**config.mk**
```make
export PLATFORM = sky130hd
export DESIGN_NAME = sn_gen_scheduler
export DESIGN_NICKNAME = d
export VERILOG_FILES = /design/src/rtl/sn_gen_scheduler.sv
export SDC_FILE = /design/constraint.sdc
export NUM_CORES = 1
export LEC_CHECK = 0
export BUFFER_PORTS_ARGS = -buffer_cell sky130_fd_sc_hd__buf_2
export CORE_MARGIN = 2
export CORE_UTILIZATION = 51
export CTS_CLUSTER_SIZE = 30
export DETAILED_ROUTE_END_ITERATION = 12
export PLACE_DENSITY_LB_ADDON = 0.3
export SYNTH_ARGS = -nofsm -noshare
export SYNTH_HDL_FRONTEND = slang
export SYNTH_SLANG_ARGS = --single-unit
```
**constraint.sdc**
```tcl
create_clock -name i_clk_sn_sched -period 6.2 [get_ports i_clk_sn_sched]
set_clock_uncertainty 0.15 [all_clocks]
set_input_delay 1.86 -clock i_clk_sn_sched [delete_from_list [all_inputs] [get_ports i_clk_sn_sched]]
set_output_delay 1.86 -clock i_clk_sn_sched [all_outputs]
set_load 0.05 [all_outputs]
```
**src/rtl/sn_gen_scheduler.sv**
```systemverilog
// rtl/sn_gen_scheduler.sv - round-robin arbiter sharing one 4-lane stochastic-number generator
// Define SN_SCHED_PRIO_EN to give requester 0 strict priority over the round-robin ring.
module sn_gen_scheduler #(
    parameter int NUM_REQ = 4,
    parameter int LANES   = 4,
    parameter int DATA_W  = 4,
    parameter int SN_LEN  = 16,
    parameter int WDOG    = 4,
    localparam int ID_W   = $clog2(NUM_REQ),
    localparam int GW     = LANES * DATA_W
) (
    input  logic                    i_clk_sn_sched,
    input  logic                    i_rst_sn_sched,
    input  logic [NUM_REQ-1:0]      i_req_valid,
    input  logic [NUM_REQ*GW-1:0]   i_req_data,
    output logic [NUM_REQ-1:0]      o_req_ready,
    input  logic                    i_abort,
    output logic [GW-1:0]           o_gen_x_bn,
    output logic                    o_gen_start,
    output logic                    o_gen_stop,
    input  logic                    i_gen_isgen,
    output logic                    o_busy,
    output logic                    o_done,
    output logic [ID_W-1:0]         o_done_id,
    output logic                    o_done_aborted
);

    localparam int CNT_W = $clog2(SN_LEN + WDOG + 1);

    localparam logic [2:0] S_IDLE   = 3'd0;
    localparam logic [2:0] S_LAUNCH = 3'd1;
    localparam logic [2:0] S_WAIT   = 3'd2;
    localparam logic [2:0] S_STREAM = 3'd3;
    localparam logic [2:0] S_DONE   = 3'd4;

    logic [2:0]         state_q, state_d;
    logic [ID_W-1:0]    last_q, last_d;
    logic [ID_W-1:0]    id_q, id_d;
    logic [GW-1:0]      x_q, x_d;
    logic               ab_q, ab_d;
    logic               stopped_q, stopped_d;
    logic               stop_q, stop_d;
    logic [CNT_W-1:0]   cnt_q, cnt_d;
    logic [ID_W-1:0]    done_id_q, done_id_d;
    logic               done_ab_q, done_ab_d;

    logic [NUM_REQ-1:0] arb_cand;
    logic [NUM_REQ-1:0] grant_oh;
    logic [ID_W-1:0]    grant_id;
    logic [ID_W-1:0]    arb_sel;
    logic [GW-1:0]      grant_data;
    logic               grant_any;
    int                 arb_idx;

    // Search starts one past the last grant and wraps, so every requester gets a turn.
    always_comb begin
        grant_oh   = '0;
        grant_id   = '0;
        grant_any  = 1'b0;
        grant_data = '0;
        arb_idx    = 0;
        arb_sel    = '0;
        arb_cand   = i_req_valid;
`ifdef SN_SCHED_PRIO_EN
        if (i_req_valid[0]) begin
            grant_oh[0] = 1'b1;
            grant_any   = 1'b1;
            arb_cand    = '0;
        end else begin
            arb_cand[0] = 1'b0;
        end
`endif
        for (int k = 0; k < NUM_REQ; k++) begin
            arb_idx = int'(last_q) + 1 + k;
            if (arb_idx >= NUM_REQ) arb_idx = arb_idx - NUM_REQ;
            arb_sel = ID_W'(arb_idx);
            if (!grant_any && arb_cand[arb_sel]) begin
                grant_any         = 1'b1;
                grant_oh[arb_sel] = 1'b1;
                grant_id          = arb_sel;
            end
        end
        for (int r = 0; r < NUM_REQ; r++) begin
            if (grant_oh[r]) grant_data = i_req_data[r*GW +: GW];
        end
    end

    always_comb begin
        state_d   = state_q;
        last_d    = last_q;
        id_d      = id_q;
        x_d       = x_q;
        ab_d      = ab_q;
        stopped_d = stopped_q;
        stop_d    = 1'b0;
        cnt_d     = cnt_q;
        done_id_d = done_id_q;
        done_ab_d = done_ab_q;
        case (state_q)
            S_IDLE: if (grant_any) begin
                x_d       = grant_data;
                id_d      = grant_id;
`ifdef SN_SCHED_PRIO_EN
                if (grant_id != '0) last_d = grant_id;
`else
                last_d    = grant_id;
`endif
                ab_d      = 1'b0;
                stopped_d = 1'b0;
                state_d   = S_LAUNCH;
            end
            S_LAUNCH: begin
                cnt_d   = '0;
                state_d = S_WAIT;
            end
            S_WAIT: begin
                if (i_gen_isgen) begin
                    cnt_d   = '0;
                    state_d = S_STREAM;
                end else if (cnt_q == CNT_W'(WDOG - 1)) begin
                    ab_d    = 1'b1;
                    state_d = S_DONE;
                end else begin
                    cnt_d = cnt_q + 1'b1;
                end
            end
            S_STREAM: begin
                if (!i_gen_isgen) begin
                    state_d = S_DONE;
                end else if (stopped_q) begin
                    // Generator ignored the stop: give it WDOG cycles, then release the slot.
                    if (cnt_q == CNT_W'(WDOG - 1)) state_d = S_DONE;
                    else cnt_d = cnt_q + 1'b1;
                end else if (i_abort || cnt_q == CNT_W'(SN_LEN + WDOG)) begin
                    stop_d    = 1'b1;
                    stopped_d = 1'b1;
                    ab_d      = 1'b1;
                    cnt_d     = '0;
                end else begin
                    cnt_d = cnt_q + 1'b1;
                end
            end
            S_DONE:  state_d = S_IDLE;
            default: state_d = S_IDLE;
        endcase
        if (state_q != S_DONE && state_d == S_DONE) begin
            done_id_d = id_q;
            done_ab_d = ab_d;
        end
    end

    always_ff @(posedge i_clk_sn_sched or posedge i_rst_sn_sched) begin
        if (i_rst_sn_sched) begin
            state_q   <= S_IDLE;
            last_q    <= ID_W'(NUM_REQ - 1);
            id_q      <= '0;
            x_q       <= '0;
            ab_q      <= 1'b0;
            stopped_q <= 1'b0;
            stop_q    <= 1'b0;
            cnt_q     <= '0;
            done_id_q <= '0;
            done_ab_q <= 1'b0;
        end else begin
            state_q   <= state_d;
            last_q    <= last_d;
            id_q      <= id_d;
            x_q       <= x_d;
            ab_q      <= ab_d;
            stopped_q <= stopped_d;
            stop_q    <= stop_d;
            cnt_q     <= cnt_d;
            done_id_q <= done_id_d;
            done_ab_q <= done_ab_d;
        end
    end

    assign o_req_ready    = (state_q == S_IDLE) ? grant_oh : '0;
    assign o_gen_x_bn     = x_q;
    assign o_gen_start    = (state_q == S_LAUNCH);
    assign o_gen_stop     = stop_q;
    assign o_busy         = (state_q != S_IDLE);
    assign o_done         = (state_q == S_DONE);
    assign o_done_id      = done_id_q;
    assign o_done_aborted = done_ab_q;

endmodule
```
==> summary by stage <==
Outcome
The run finished with clean final reports.

GRT
Entering global routing, the biggest net connects 43 pins. The first global-routing pass estimated roughly 13000 µm of wire. The initial antenna violation count is 0. Global routing used 26.7% of the available tracks across all layers. The number of global-route vias before repair is roughly 2800. Global routing finished with a remaining overflow of 0.

Timing
Summed over all failing endpoints, the final setup total negative slack is 0 ns. Dividing the final minimum period by the clock period gives around 90%. Measured against its own limit, the worst slew margin works out to between 40% and 50%. The slew at the pin with the worst max-slew slack is 0.883 ns.

The number of slew-limit violations in the final report came to 0. Setup repair after global routing left no endpoint under its margin. The final hold violation count was 0.

Derived from the worst setup path, the maximum achievable clock frequency is 174 MHz. The routed design could run at a clock period as short as approximately 5.8 ns. The final hold slack is 0.331 ns. Setup violations remaining at the end of the flow were counted as 0.

Placement
Input and output buffers added on the ports amount to between 90 and 100. The HPWL after detailed placement is 5740 µm. The placed instances occupy a cell area of between 3000 and 4000 µm². The final weighted congestion in routability-driven placement is between 0.8 and 0.9.

Pwr
The clock network is responsible for 8.3% of the overall power. The maximum vdd ir drop is between 0.3 and 0.4 mV. For this design the static power due to leakage is 1.64 nW. The internal power summed over all cells is about 0.92 mW. The logic gate share of total power is about three quarters. In this run, flip-flops and latches consume approximately 19% of the power. Net switching is 56.4% of the power. The total power divided by cell area is roughly 600 nW/µm². The net switching power is ~1.2 mW. After layout, the design draws a total of roughly 2.1 mW.

Worst hold path
The number of cells traversed by the worst hold path is 2. The worst hold path terminates at o_gen_x_bn[11]. The path category of the worst min-delay check is reg -> reg. The startpoint of the lowest-slack hold path is o_gen_x_bn[11].

CTS
The total clock sinks is 34. The post-CTS setup buffer count is 0. The master cell of the clock root buffer is sky130_fd_sc_hd__clkbuf_8.

The CTS tree is done. The count of hold-fix buffers inserted at cts is 0. The later pin in the worst-skew pair is clocked with a latency of just under 0.3 ns. The total number of H-tree levels is 2. Counting along the longest clock path gives a buffer depth of 2. The number of resized instances in the post-cts repair step is 0. The number of CTS-inserted buffers is 5. The clock-pin transition on the worst setup and hold timing paths is roughly 0.07 ns.

Synthesis
In the post-synthesis netlist, the biggest area contributors are sky130_fd_sc_hd__dfrtp_1 (29%), sky130_fd_sc_hd__a31oi_1 (7.2%), sky130_fd_sc_hd__nor4b_1 (5.4%). The number of synthesized flops with an enable pin is 0. The fraction of synthesis flops using an asynchronous set or reset pin is 100%.

After synthesis, flip-flops and latches occupy between 30% and 40% of the total area. The flop and latch count out of synthesis is 34. The dominant cell type by area after synthesis is sky130_fd_sc_hd__dfrtp_1. The count of distinct cell types in the synthesized netlist is 54.

Dividing the synthesized area by the synthesized cell count gives 8.82 µm². Synthesis handed over a netlist of ~320 instances. In the synthesized netlist the dominant register cell turns out to be sky130_fd_sc_hd__dfrtp_1. The combined area of all synthesized cells is approximately 2800 µm². The fraction of synthesized cell area taken by the top area cell type is slightly below 30%. The number of warning messages in the yosys log is 0. Sorting the synthesized cells by how often they occur yields sky130_fd_sc_hd__a31oi_1 (32), sky130_fd_sc_hd__dfrtp_1 (32), sky130_fd_sc_hd__nand2_1 (31).

The number of nets produced by synthesis is 395.

Routing
Dividing the detail-routed via count by the number of cells gives between 6 and 7. In this run the remaining antenna-violating nets after routing total 0. The total number of vias is slightly below 3000. The number of iterations in the first detailed-routing pass is 5. The number of design-rule violations left by the first detailed-router iteration is 231. After detailed routing, the average wire length per cell comes to 16.9 µm. For this block, the routed nets add up to roughly 8100 µm of wire. For this run, design rule violations remaining after detail routing come to 0.

Final layout
The post-layout instance area is 3420 µm². From synthesis to final layout, the design area changed by 23.0%. The number of inserted diodes is 0. The fraction of final layout cells with drive strength greater than 1 is 36.7%.

The net count of the finished layout is roughly 490. The filler cells instantiated in the layout total ~460.

Critical path
In this run the worst path has a maximum fanout of 10. Data arrives at the worst endpoint at ~3.7 ns. The launch point of the worst reg-to-reg path is last_q[0]. The minimum setup slack among reg-to-reg paths is roughly 2.5 ns. The capturing element type of the critical path is an output port. The launching element type of the critical path is an input pin. The critical path class is in -> out. The logic depth of the worst register-to-register path is 9. Data on the critical path is required at its endpoint by around 4.2 ns. The reg-to-reg critical path endpoint is o_gen_x_bn[8].

Floorplan
The floorplan step set the die height to roughly 78 µm. The die extent in x is about 78 µm. The initialized floorplan defines 26 standard-cell rows. In this run the count of I/O pins placed on the die edge is 99.

The full die area is between 6000 and 7000 µm². The core outline area is around 5200 µm². The starting density of the core is between 50% and 60%.

Run
The max-cap check violation count is 0.
[worst max-delay path, stage by stage]
cell and delay [ns]:
sky130_fd_sc_hd__buf_2 0.14, sky130_fd_sc_hd__mux4_2 0.59, sky130_fd_sc_hd__a21o_1 0.19, sky130_fd_sc_hd__a32o_1 0.21, sky130_fd_sc_hd__or3_1 0.36, sky130_fd_sc_hd__nor2b_2 0.17
sky130_fd_sc_hd__buf_2 0.21
[cell families (layout without fill, tap and decap cells)]
logic type | Yosys count | after routing | synth area share [%]
AOI/OAI and AO/OA | 112 | 112 | 32.5
adders and majority gates | 8 | 8 | 3.60
buffers and inverters | 53 | 147 | 9.32
DFF | 34 | 34 | 30.7
muxes | 12 | 12 | 4.95
and+or+nand+nor | 96 | 96 | 19.0
[registers in the layout (all words and copies together), names as in the netlist, 2 cells and up]
name and count:
cnt_q 5, id_q 2, state_q 3, last_q 2
o_gen_x_bn 16, o_done_id 2
[stage by stage]
| step | setup WS (ns) | utilization [%] | instances |
|---|---|---|---|
| final | 0.450 | 66.1 | 479 |
| after global routing | 0.366 | 66.1 | 479 |
| after CTS | 0.463 | 66.1 | 479 |
| after detailed placement | 0.461 | 64.2 | 471 |
| after global placement | 0.464 | 64.2 | 471 |
| after floorplan | 0.0371 | - | 315 |
[cell usage in the layout, fill, tap and decap left out, drive strengths merged, types with 2 or more instances in the layout]
cell type | netlist | layout
o32ai | 2 | 2
a32oi | 2 | 2
buf | 11 | 109
clkbuf | 12 | 6
dfrtp | 32 | 32
or2 | 3 | 3
nand2 | 31 | 31
a21oi | 9 | 9
or3 | 3 | 3
a211oi | 2 | 2
nor2 | 17 | 17
nand3b | 2 | 2
o211ai | 2 | 2
mux2 | 4 | 4
o21ai | 9 | 9
a221oi | 2 | 2
mux2i | 7 | 7
and2 | 2 | 2
and3 | 2 | 2
nor3 | 5 | 5
o2111ai | 2 | 2
inv | 30 | 30
o221ai | 16 | 16
a21o | 2 | 2
nor4b | 17 | 17
nand4 | 2 | 2
ha | 8 | 8
a22oi | 17 | 17
dfstp | 2 | 2
a31oi | 32 | 32
a22o | 5 | 5
nand3 | 3 | 3
o21bai | 3 | 3
nor2b | 5 | 5
[worst max path at each step]
stage	slack (ns)	startpoint	cells past startpoint	to
after floorplan	0.04	i_req_valid[3]	8	o_req_ready[3]
after global placement	0.46	i_req_valid[2]	7	o_req_ready[1]
after detailed placement	0.46	i_req_valid[2]	7	o_req_ready[1]
after CTS	0.46	i_req_valid[2]	7	o_req_ready[1]
after global routing	0.37	i_req_valid[2]	7	o_req_ready[1]
final	0.45	i_req_valid[2]	7	o_req_ready[1]
[power by group through the flow]
stage	clock [mW]	sequential, mW	combinational [mW]
detailed placement	0	0.392	1.53
finish	0.176	0.390	1.55
global route	0.191	0.403	1.67
CTS	0.179	0.389	1.53
floorplan	0	0.556	1.04
global placement	0	0.389	1.51
[area by class of cell]
type	instances	area (µm²)	share of cell area, %
Multi-Input combinational cell	228	1700	49.6
Sequential cell	34	853	25.0
Timing Repair Buffer	109	573	16.8
Inverter	30	113	3.29
Tap cell	70	87.6	2.56
Clock buffer	6	82.6	2.42
Clock inverter	2	12.5	0.366
[routing by layer]
layer  vias up  part of all wire (%)  GRT usage [%]
li1       1394                     -              -
met1      1369                    42           35.1
met2       170                    48           45.9
met3        16                   8.8           4.53
met4         0                   1.3           5.71
met5         -                     0              0
Power figures use the tool's default switching activity.
